## config.mk

```make
export PLATFORM = sky130hd
export DESIGN_NAME = neuron_layer_sequencer
export DESIGN_NICKNAME = d
export VERILOG_FILES = /design/src/rtl/nn_pkg.sv /design/src/rtl/neuron_mac.sv /design/src/rtl/neuron_layer_sequencer.sv
export SDC_FILE = /design/constraint.sdc
export NUM_CORES = 1
export LEC_CHECK = 0
export ABC_AREA = 1
export CORE_ASPECT_RATIO = 1.1
export CORE_MARGIN = 2
export CORE_UTILIZATION = 63
export CTS_CLUSTER_SIZE = 16
export DETAILED_ROUTE_END_ITERATION = 10
export MAX_ROUTING_LAYER = met4
export PLACE_DENSITY = 0.84
export SLEW_MARGIN = 20
export SYNTH_ARGS = -nofsm -noshare
export SYNTH_HDL_FRONTEND = slang
export SYNTH_HIERARCHICAL = 1
export SYNTH_SLANG_ARGS = --single-unit
```

## constraint.sdc

```tcl
create_clock -name clk -period 11.4 [get_ports clk]
set_input_delay 2.28 -clock clk [delete_from_list [all_inputs] [get_ports clk]]
set_output_delay 2.28 -clock clk [all_outputs]
set_load 0.005 [all_outputs]
```

## src/rtl/nn_pkg.sv

```systemverilog
// Shared types and helpers for the neuron layer sequencer.
//   DW          : data/weight/bias/accumulator width (two's complement)
//   seq_state_t : sequencer FSM state encoding
//   relu()      : signed rectified-linear clamp, zero maps to zero
package nn_pkg;

    localparam int unsigned DW = 32;

    typedef enum logic [2:0] {
        IDLE  = 3'd0,
        BIAS  = 3'd1,
        MAC   = 3'd2,
        DRAIN = 3'd3,
        OUT   = 3'd4
    } seq_state_t;

    // Negative and zero sums both clamp to zero.
    function automatic logic [DW-1:0] relu(input logic [DW-1:0] s);
        return ($signed(s) > $signed(DW'(0))) ? s : '0;
    endfunction

endpackage

```

## src/rtl/neuron_mac.sv

```systemverilog
// Accumulator for one neuron at a time.
//   clk, rst             : clock, synchronous active-high reset
//   load_bias_i          : acc <= b_data_i (first MAC cycle)
//   mac_en_i             : acc <= acc + x_data_i*w_data_i
//   b_data_i/x_data_i/w_data_i : memory read data
//   relu_sum_c           : combinational ReLU(acc + x*w), captured by the sequencer in DRAIN
module neuron_mac
    import nn_pkg::*;
(
    input  logic          clk,
    input  logic          rst,
    input  logic          load_bias_i,
    input  logic          mac_en_i,
    input  logic [DW-1:0] b_data_i,
    input  logic [DW-1:0] x_data_i,
    input  logic [DW-1:0] w_data_i,
    output logic [DW-1:0] relu_sum_c
);

    logic [DW-1:0] acc_q;
    logic [DW-1:0] prod_c;
    logic [DW-1:0] sum_c;

    // Low DW bits of the product are the same for signed and unsigned operands.
    assign prod_c     = x_data_i * w_data_i;
    assign sum_c      = acc_q + prod_c;
    assign relu_sum_c = relu(sum_c);

    // Accumulator register.
    always_ff @(posedge clk) begin
        if (rst) begin
            acc_q <= '0;
        end else if (load_bias_i) begin
            acc_q <= b_data_i;
        end else if (mac_en_i) begin
            acc_q <= sum_c;
        end
    end

endmodule

```

## src/rtl/neuron_layer_sequencer.sv

```systemverilog
// Time-multiplexes one MAC unit across all neurons of a fully connected layer,
// computing y[j] = ReLU(B[j] + sum_i x[i]*W[j][i]) and streaming results out.
//   clk, rst          : clock, synchronous active-high reset
//   start             : begin a layer (only honoured in IDLE)
//   busy, done        : layer in progress / one-cycle completion pulse
//   x_addr/x_data     : input vector memory (1-cycle read latency)
//   w_addr/w_data     : weight memory, address j*N_IN+i
//   b_addr/b_data     : bias memory, address j
//   y_valid/y_ready   : result stream handshake
//   y_idx/y_data      : neuron index and ReLU result
module neuron_layer_sequencer
    import nn_pkg::*;
#(
    parameter  int unsigned N_IN  = 4,
    parameter  int unsigned N_OUT = 3,
    localparam int unsigned XAW   = (N_IN > 1) ? $clog2(N_IN) : 1,
    localparam int unsigned WAW   = (N_IN * N_OUT > 1) ? $clog2(N_IN * N_OUT) : 1,
    localparam int unsigned JW    = (N_OUT > 1) ? $clog2(N_OUT) : 1
)(
    input  logic           clk,
    input  logic           rst,
    input  logic           start,
    output logic           busy,
    output logic           done,
    output logic [XAW-1:0] x_addr,
    input  logic [DW-1:0]  x_data,
    output logic [WAW-1:0] w_addr,
    input  logic [DW-1:0]  w_data,
    output logic [JW-1:0]  b_addr,
    input  logic [DW-1:0]  b_data,
    output logic           y_valid,
    input  logic           y_ready,
    output logic [JW-1:0]  y_idx,
    output logic [DW-1:0]  y_data
);

    seq_state_t     state_q;
    logic [XAW-1:0] i_q;
    logic [JW-1:0]  j_q;
    logic [JW-1:0]  j_d;
    logic           load_bias_c;
    logic           mac_en_c;
    logic [DW-1:0]  relu_sum_c;

    assign j_d = j_q + 1'b1;

    // Bias arrives in the first MAC cycle; products lag their address by one cycle,
    // so the last product is folded in during DRAIN.
    assign load_bias_c = (state_q == MAC) && (i_q == '0);
    assign mac_en_c    = ((state_q == MAC) && (i_q != '0)) || (state_q == DRAIN);

    neuron_mac u_mac (
        .clk         (clk),
        .rst         (rst),
        .load_bias_i (load_bias_c),
        .mac_en_i    (mac_en_c),
        .b_data_i    (b_data),
        .x_data_i    (x_data),
        .w_data_i    (w_data),
        .relu_sum_c  (relu_sum_c)
    );

    // Sequencer FSM with registered outputs; addresses are set on entry to the
    // state that presents them.
    always_ff @(posedge clk) begin
        if (rst) begin
            state_q <= IDLE;
            i_q     <= '0;
            j_q     <= '0;
            busy    <= 1'b0;
            done    <= 1'b0;
            x_addr  <= '0;
            w_addr  <= '0;
            b_addr  <= '0;
            y_valid <= 1'b0;
            y_idx   <= '0;
            y_data  <= '0;
        end else begin
            done <= 1'b0;
            case (state_q)
                IDLE: begin
                    if (start) begin
                        j_q     <= '0;
                        b_addr  <= '0;
                        busy    <= 1'b1;
                        state_q <= BIAS;
                    end
                end
                BIAS: begin
                    i_q     <= '0;
                    x_addr  <= '0;
                    w_addr  <= WAW'(j_q) * WAW'(N_IN);
                    state_q <= MAC;
                end
                MAC: begin
                    if (i_q == XAW'(N_IN - 1)) begin
                        state_q <= DRAIN;
                    end else begin
                        i_q    <= i_q + 1'b1;
                        x_addr <= i_q + 1'b1;
                        w_addr <= w_addr + 1'b1;
                    end
                end
                DRAIN: begin
                    y_data  <= relu_sum_c;
                    y_idx   <= j_q;
                    y_valid <= 1'b1;
                    state_q <= OUT;
                end
                OUT: begin
                    if (y_ready) begin
                        y_valid <= 1'b0;
                        if (j_q == JW'(N_OUT - 1)) begin
                            done    <= 1'b1;
                            busy    <= 1'b0;
                            state_q <= IDLE;
                        end else begin
                            j_q     <= j_d;
                            b_addr  <= j_d;
                            state_q <= BIAS;
                        end
                    end
                end
                default: state_q <= IDLE;
            endcase
        end
    end

endmodule

```

==> impl_results.md <==
* Outcome: complete, no violations
* Hold buffer count at cts at 0
* WL/cell at 16.24 um
* Area Growth Syn to Fin at 9.096%
* Fin. Hold Viols at 0
* CP Launch Type: input port
* Critical path arrival at 10.70 ns
* Die Area at 35760 um2
* Max-cap violations at 0
* Clock Root Buffer: clkbuf_16
* Hold slack at 0.4797 ns
* IO buf count at 144
* CTS resizes at 0
* Post-DP HPWL at 47390 um
* Hold Crit Class: reg -> reg
* CTS Buffer Depth at 2
* #FFs+latches synth at 80
* Global route overflow at 0
* Num CTS Buffers at 9
* First-pass GRT wire length at 95100 um
* Measured slew at the worst slew-check pin at 1.076 ns
* Slack of the critical path at 0.9194 ns
* H-tree depth at 3
* Leading cell types by total area after synthesis: fa_1, inv_1, nand2_1
* Reg2reg path depth at 26
* Drt pass-1 iters at 5
* Cell Rows at 71
* Max Clock Freq at 0.09541 GHz
* Critical Path End Type: register
* Die X at 180.5 um
* Largest net degree at the start of global routing at 42
* Core area at 34020 um2
* Worst Hold Depth at 2
* Vias per cell at 5.248
* Synth warnings at 6
* RR Endpoint: y_data[11]
* Mux cell area share after synthesis at 0
* RSZ-0062 raised after global routing: no
* # DRC at 0
* DR iter-0 viols at 1361
* Layout cells sized above 1 at 0.02697
* TNS Setup at 0 ns
* Relative slew margins at 0.2818
* Most frequent cells in the layout: inv_1, nand2_1, fa_1
* Setup bufs post-CTS at 0
* Xor/xnor share of the synthesized area at 0.01861
* Yosys top cell by area: fa_1
* Synth Instances at 2981
* Final worst path period share at 0.9194
* Most common cell after layout, fill and taps aside: inv_1
* Net count after synthesis at 3647
* Reg2Reg Launch Point: u_mac/acc_q[22]
* I/O pins at 145
* Initial Util at 0.6344
* Die Ht at 198.1 um
* Post-synthesis simple-gate area fraction at 0.2044
* Fin crit period at 10.48 ns
* CP max stage delay at 1.16 ns
* Routed WL at 56480 um
* GPL Wtd Cong at 0.9494
* Initial antenna violation count at 0
* Main combinational cell family by area after synthesis: adder cells
* Avg Cell Area, Syn at 7.240 um2
* Netlist cell types at 46
* Clock skew at 0.008947 ns
* Post-synthesis sequential area ratio at 0.07420
* Path type of the worst setup path: in -> reg
* Vias at 18.25k
* Final Max Slew Viols at 0
* Post-Synth Adder-Cell Area at 0.4805
* Critical path's slowest cell: clkdlybuf4s50_1
* Hold Startpoint: y_valid
* Worst Hold Path EP: y_valid
* Later-pin clock latency in the skew report at 0.34 ns
* Clk pin slew, worst setup/hold paths at 0.06 ns
* Area fraction in compound gates after synthesis at 0.03362
* Gr usage total at 0.3388
* Pre-CTS setup slack at 0.7691 ns
* Reg2reg setup slack at 3.73 ns
* Post-route ant nets at 0
* Vias in the first global route at 19.64k
* Crit-path max FO at 31
* Nets at 3702
* CP dominant cell by count: fa_1
* CTS tree: built
* Synth Cell Area at 21580 um2
* Yosys top cell area share at 0.4063
* Ant. Diodes at 0
* Clk sinks at 80
* Data required time at the worst endpoint at 11.62 ns
* Setup violators final at 0
==> flip-flops by register name, indices dropped and copies added, names as in the netlist <==
signal       flops
u_mac/acc_q     32
j_q              2
w_addr           4
y_data          32
state_q          3
done             1
busy             1
i_q              2
y_idx            2
y_valid          1
==> per-stage QoR <==
| step | std cells | area [um2] | utilization |
|---|---|---|---|
| 6_report | 3478 | 23550 | 0.6921 |
| 5_1_grt | 3478 | 23550 | 0.6921 |
| 4_1_cts | 3478 | 23550 | 0.6922 |
| 3_5_place_dp | 3463 | 23230 | 0.6827 |
| 3_3_place_gp | 3463 | 23230 | 0.6827 |
| 2_1_floorplan | 2981 | 21580 | - |
==> worst max-delay path, delay by kind of cell <==
family / cells / cell delay (ns)
AOI/OAI and AO/OA: 4 / 0.90
xor gates and xnor gates: 1 / 0.36
buffers and inverters: 8 / 1.60
and+or+nand+nor: 7 / 1.26
adders and majority gates: 9 / 4.26
==> metal layers <==
metal | vias to the layer above | track usage | routed length, um
li1 | 8441 | - | -
met1 | 8845 | 0.4435 | 23070
met2 | 852 | 0.5643 | 27420
met3 | 116 | 0.03862 | 4717
met4 | 0 | 0.09438 | 1275
met5 | - | - | 0
==> final cells by class <==
type                    count  area (um2)
fillers                  2695       10480
multi-input cells        1840       15920
well taps                 438       548.0
flip-flops and latches     80        1602
inverters                 932        3503
clock inverters             3       65.06
clock buffers              12       256.5
repair buffers            173        1654
==> logic make-up (layout without fill, tap and decap cells) <==
kind of cell,count (synthesis),in the layout
and+or+nand+nor,1102,1102
buffers and inverters,1061,1120
adders and majority gates,566,566
AOI/OAI and AO/OA,126,126
DFF,80,80
xor gates and xnor gates,45,45
other,1,1
==> cells in the mapped netlist (all sizes together) <==
master / instances
a31oi: 26
a21o: 1
a22oi: 5
fa: 438
nor3b: 1
a21oi: 32
clkbuf: 90
o221ai: 2
ha: 128
nor4: 1
o21ai: 53
dfxtp: 80
nand3: 79
nand4: 12
nand3b: 11
inv: 932
o21bai: 1
and2: 1
nor2: 155
o211a: 1
nor3: 8
a221oi: 1
conb: 1
xor2: 21
o211ai: 3
buf: 39
or2: 10
a21boi: 1
nand2: 824
xnor2: 24
==> how the worst max path moves through the flow <==
stage / start / end / slack [ns] / cells after the start
after floorplan: x_data[12] / y_data[30] / 2.25 / 35
after global placement: w_data[5] / y_data[12] / 0.90 / 34
after detailed placement: w_data[5] / y_data[11] / 0.77 / 34
after CTS: w_data[7] / y_data[11] / 1.07 / 29
after global routing: w_data[7] / y_data[9] / 0.48 / 33
final: w_data[7] / y_data[11] / 0.92 / 29
Power is not shown: default switching activity piles up to over one toggle a cycle in this logic, so the estimate is an artifact.
